### src/rtl/anubis_key_sched_ctrl.sv
// ANUBIS key-schedule sequencer: emits kappa^0..kappa^ROUNDS over valid/ready and
// drives the external Psi evolution stage (load, EVO_CYCLES enabled steps, capture).
module anubis_key_sched_ctrl #(
   parameter int unsigned ROUNDS     = 12,
   parameter int unsigned EVO_CYCLES = 4
) (
   input  logic         clk,
   input  logic         reset,
   input  logic         start,
   input  logic [127:0] cipher_key,
   output logic         busy,
   output logic         done,
   output logic         evo_load_key,
   output logic         evo_clk_en,
   output logic [127:0] evo_key,
   output logic [127:0] evo_round_constant,
   input  logic [127:0] evo_result,
   output logic         rk_valid,
   input  logic         rk_ready,
   output logic [127:0] rk_data,
   output logic [3:0]   rk_index
);

   localparam int unsigned SW = (EVO_CYCLES > 1) ? $clog2(EVO_CYCLES) : 1;

   typedef enum logic [2:0] {IDLE, EMIT, LOAD, EVOLVE, CAPTURE} state_t;

   state_t        state, state_n;
   logic [3:0]    r, r_n;
   logic [127:0]  kappa, kappa_n;
   logic [SW-1:0] step, step_n;
   logic          handshake;
   logic          last;
   logic          evo_active;

   // Row 0 of c^r: gamma outputs S[4r-4..4r-1]; only indices 0..47 are ever addressed.
   function automatic logic [31:0] gamma_row(input logic [3:0] rr);
      logic [31:0] w;
      w = '0;
      case (rr)
         4'd1:    w = 32'ha7d3e671;
         4'd2:    w = 32'hd0ac4d79;
         4'd3:    w = 32'h3ac991fc;
         4'd4:    w = 32'h1e4754bd;
         4'd5:    w = 32'h8ca57afb;
         4'd6:    w = 32'h63b8ddd4;
         4'd7:    w = 32'he5b3c5be;
         4'd8:    w = 32'ha9880ca2;
         4'd9:    w = 32'h39df29da;
         4'd10:   w = 32'h2ba8cb4c;
         4'd11:   w = 32'h4b22aa24;
         4'd12:   w = 32'h4170a6f9;
         default: w = '0;
      endcase
      return w;
   endfunction

   always_comb begin
      state_n   = state;
      r_n       = r;
      kappa_n   = kappa;
      step_n    = step;
      handshake = (state == EMIT) && rk_ready;
      last      = handshake && (r == 4'(ROUNDS));
      unique case (state)
         IDLE: begin
            if (start) begin
               kappa_n = cipher_key;
               r_n     = '0;
               state_n = EMIT;
            end
         end
         EMIT: begin
            if (handshake) begin
               if (r == 4'(ROUNDS)) begin
                  state_n = IDLE;
               end else begin
                  r_n     = r + 4'd1;
                  state_n = LOAD;
               end
            end
         end
         LOAD: begin
            step_n  = '0;
            state_n = EVOLVE;
         end
         EVOLVE: begin
            if (step == SW'(EVO_CYCLES - 1)) begin
               state_n = CAPTURE;
            end else begin
               step_n = step + 1'b1;
            end
         end
         CAPTURE: begin
            kappa_n = evo_result;
            state_n = EMIT;
         end
         default: state_n = IDLE;
      endcase
      evo_active = (state_n == LOAD) || (state_n == EVOLVE) || (state_n == CAPTURE);
   end

   // Outputs are decoded from the next state so each registered output lines up with its state.
   always_ff @(posedge clk) begin
      if (reset) begin
         state              <= IDLE;
         r                  <= '0;
         kappa              <= '0;
         step               <= '0;
         busy               <= 1'b0;
         done               <= 1'b0;
         evo_load_key       <= 1'b0;
         evo_clk_en         <= 1'b0;
         evo_key            <= '0;
         evo_round_constant <= '0;
         rk_valid           <= 1'b0;
         rk_data            <= '0;
         rk_index           <= '0;
      end else begin
         state              <= state_n;
         r                  <= r_n;
         kappa              <= kappa_n;
         step               <= step_n;
         busy               <= (state_n != IDLE);
         done               <= last;
         evo_load_key       <= (state_n == LOAD);
         evo_clk_en         <= (state_n == EVOLVE);
         evo_key            <= evo_active ? kappa_n : '0;
         evo_round_constant <= evo_active ? {gamma_row(r_n), 96'b0} : '0;
         rk_valid           <= (state_n == EMIT);
         rk_data            <= (state_n == EMIT) ? kappa_n : '0;
         rk_index           <= (state_n == EMIT) ? r_n : '0;
      end
   end

endmodule
### config.mk
export PLATFORM = sky130hd
export DESIGN_NAME = anubis_key_sched_ctrl
export DESIGN_NICKNAME = d
export VERILOG_FILES = /design/src/rtl/anubis_key_sched_ctrl.sv
export SDC_FILE = /design/constraint.sdc
export NUM_CORES = 1
export LEC_CHECK = 0
export ABC_CLOCK_PERIOD_IN_PS = 3750
export CAP_MARGIN = 10
export CORE_AREA = 2 2 255 257
export CTS_CLUSTER_SIZE = 14
export DETAILED_ROUTE_END_ITERATION = 16
export DIE_AREA = 0 0 257 259
export HOLD_SLACK_MARGIN = 0.15
export PLACE_DENSITY_LB_ADDON = 0.25
export SLEW_MARGIN = 40
export SYNTH_ARGS = -nofsm -noshare
export SYNTH_HDL_FRONTEND = slang
export SYNTH_SLANG_ARGS = --single-unit
export TNS_END_PERCENT = 5
### constraint.sdc
create_clock -name clk -period 3.75 [get_ports clk]
set_input_delay 0.5625 -clock clk [delete_from_list [all_inputs] [get_ports clk]]
set_output_delay 0.5625 -clock clk [all_outputs]
set_load 0.005 [all_outputs]
==> flow_summary.json <==
{
  "fin_crit_sh": 0.817,
  "drive_above_1_share": 0.0632,
  "startpoint_type": "flop",
  "final_antenna_net_count": 0,
  "routed_wl_um": 50800,
  "clock-sinks": 434,
  "rsz0062_at_grt": "false",
  "leakage_nw": 8.05,
  "cp_data_required_time_ns": 4.21,
  "cts_setup_buffers": 0,
  "std_cell_rows": 93,
  "p_clk_frac": 0.439,
  "antenna_found_initial": 4,
  "fmax_ghz": 0.326,
  "viasPerCell": 4.30,
  "grtUsageTotal": 0.144,
  "synth.avg_cell_area_um2": 10.4,
  "pre_cts_ws_ns": 0.340,
  "tritoncts": "yes",
  "multi_input_area_mm2": 0.00422,
  "hp-class": "primary input to flop",
  "clk_latency_ns": 0.57,
  "die_x_um": 257,
  "port_buffers": 556,
  "pwr-share-comb": 0.123,
  "maxSlewViolCount": 0,
  "coreArea_mm2": 0.0639,
  "dr.pass1.iters": 6,
  "yosys_warnings": 0,
  "cts_hold_buf": 0,
  "cts_resized": 0,
  "synth_cell_types": 52,
  "die_height_um": 259,
  "end_kind": "flop",
  "cts_inserted_buffers": 47,
  "postSynthCellCount": 1324,
  "area_growth_pct": 57.2,
  "switching_power_mw": 2.68,
  "power.density_mw_per_mm2": 522,
  "power_switching_share": 0.239,
  "fill_cells": 6424,
  "vias": 11779,
  "grt_max_degree": 72,
  "root_buffer": "clkbuf_16",
  "syn_area_mm2": 0.0137,
  "tightest_slew_ns": 0.797,
  "drt_iter0_markers": 1039,
  "critPathMaxFanout": 12,
  "cts.path.max_buffers": 3,
  "p_int_mw": 8.56,
  "seqCellArea_mm2": 0.00869,
  "synthFlopType": "dfxtp_1",
  "fin_setup_tns_ns": 0,
  "ys_seq_area_frac": 0.634,
  "grt_pass1_wl_um": 73900,
  "cap_violations": 0,
  "grt_pass1_vias": 11747,
  "critPathKind": "flop to flop",
  "crit_path_max_incr_delay_ns": 0.51,
  "htree_levels": 2,
  "avgRoutedWirePerCell_um": 18.5,
  "vdd_drop_max_v": 0.000351,
  "synth_edf_count": 0,
  "synthArstFlopShare": 0,
  "finalSetupViolations": 0,
  "grt_overflow": 0,
  "synth_seq_cells": 434,
  "critical_path.slowest_cell": "nor4_1",
  "route.detailed.drc": 0,
  "dp_hpwl_um": 35300,
  "finClkSkew_ns": 0.0140,
  "cts.clk_slew.worst_paths_ns": 0.06,
  "crit_chain": "inv_1, ha_1, nor4bb_1, o21ai_0, and2_1, ha_1, inv_1, nor4_1, a211oi_1, a311oi_1",
  "io_pins": 653,
  "final-hold-violation-count": 0,
  "design.die.area_mm2": 0.0666,
  "status": "finished, final reports clean",
  "start_util": 0.215,
  "routabilityCongestion": 0.815,
  "seqPwrFrac": 0.438,
  "critPathArrivalTime_ns": 3.52,
  "nets": 2120,
  "period_minus_slack_ns": 3.06,
  "timing.final.ws_setup_ns": 0.686,
  "relSlewSlack": 0.468
}
## cell usage after synthesis (8+ instances only)
cell	count	area, µm²
nand3_1	8	40.0
o21ai_0	11	55.1
a21oi_1	21	105
nor3_1	9	45.0
clkbuf_1	75	282
buf_4	99	743
a222oi_1	128	1280
dfxtp_1	434	8690
ha_1	12	150
buf_2	24	120
nand2_1	17	63.8
nor2_1	402	1510
## flip-flops by register name, summed over array words and instances (netlist names)
register,flops
evo_key,128
kappa,128
rk_data,128
evo_round_constant,32
r,4
rk_index,4
state,3
step,2
busy,1
done,1
evo_clk_en,1
evo_load_key,1
rk_valid,1
## kinds of logic (layout without fill, tap and decap cells)
logic type | count (synthesis) | count (layout) | synth area share
AND/OR/NAND/NOR | 466 | 466 | 0.137
flip-flops | 434 | 434 | 0.634
buffers and inverters | 209 | 674 | 0.0871
AO/OA/AOI/OAI | 191 | 191 | 0.123
adder cells (fa/ha/maj) | 12 | 12 | 0.0109
multiplexers | 10 | 10 | 0.00757
other | 1 | 99 | 0.000273
XOR/XNOR | 1 | 1 | 0.000639
## final timing paths
| check | from | slack [ns] | to | depth (start not counted) |
|---|---|---|---|---|
| setup / recovery | r[0]$_SDFF_PP0_ | 0.69 | evo_round_constant[120]$_SDFF_PP0_ | 10 |
| hold / removal | reset | 0.36 | kappa[5]$_SDFF_PP0_ | 2 |
| setup reg to reg | r[0]$_SDFF_PP0_ | 0.69 | evo_round_constant[120]$_SDFF_PP0_ | 10 |
| hold reg to reg | kappa[103]$_SDFF_PP0_ | 0.52 | kappa[103]$_SDFF_PP0_ | 2 |
## stage by stage
step | instance area (µm²) | total power [mW] | util | hold slack (ns) | cells
2_1_floorplan | 14100 | 5.67 | - | 0.481 | 1419
3_5_place_dp | 19900 | 6.42 | 0.311 | 0.517 | 2651
3_3_place_gp | 19800 | 6.41 | 0.311 | 0.497 | 2650
5_1_grt | 21500 | 11.7 | 0.337 | 0.338 | 2741
6_report | 21600 | 11.2 | 0.337 | 0.364 | 2742
4_1_cts | 21500 | 11.4 | 0.337 | 0.312 | 2736
## layer usage
| metal | vias to the layer above | part of all wire | track usage |
|---|---|---|---|
| li1 | 5469 | - | - |
| met1 | 5671 | 0.37 | 0.159 |
| met2 | 558 | 0.51 | 0.254 |
| met3 | 79 | 0.090 | 0.0503 |
| met4 | 2 | 0.029 | 0.0512 |
| met5 | - | 0.00026 | 0 |
## worst max-delay path, delay by kind of cell (launching register included)
| family | cells | cell delay (ns) |
|---|---|---|
| buffers and inverters | 2 | 0.17 |
| AND/OR/NAND/NOR | 3 | 1.15 |
| flip-flops | 1 | 0.41 |
| adder cells (fa/ha/maj) | 2 | 0.61 |
| AO/OA/AOI/OAI | 3 | 0.61 |
## layout by cell type, fill, tap and decap left out, drive strengths merged, types with 4 or more instances in the layout
cell / n
nand2b: 4
nand4: 5
clkdlybuf4s50: 555
ha: 12
a21oi: 21
bufinv: 7
nand3: 8
clkinv: 13
nor3: 10
conb: 96
nor2: 403
a222oi: 128
nand2: 17
o21ai: 11
a211oi: 7
o22ai: 4
dfxtp: 434
buf: 24
inv: 9
clkbuf: 65
mux2i: 7
## power groups by stage
stage	logic, mW	clock network [mW]	registers (mW)
finish	1.39	4.93	4.92
global route	1.50	5.27	4.94
CTS	1.40	5.09	4.92
detailed placement	1.40	0	5.02
global placement	1.39	0	5.02
floorplan	0.649	0	5.02
## final cells by class
cell class | instances | share of cell area
Clock inverter | 22 | 0.0135
Antenna cell | 3 | 0.000348
Clock buffer | 63 | 0.0631
Multi-Input combinational cell | 776 | 0.196
Timing Repair Buffer | 581 | 0.273
Sequential cell | 434 | 0.403
Tap cell | 855 | 0.0496
Inverter | 8 | 0.00139
(Power assumes the default switching activity.)
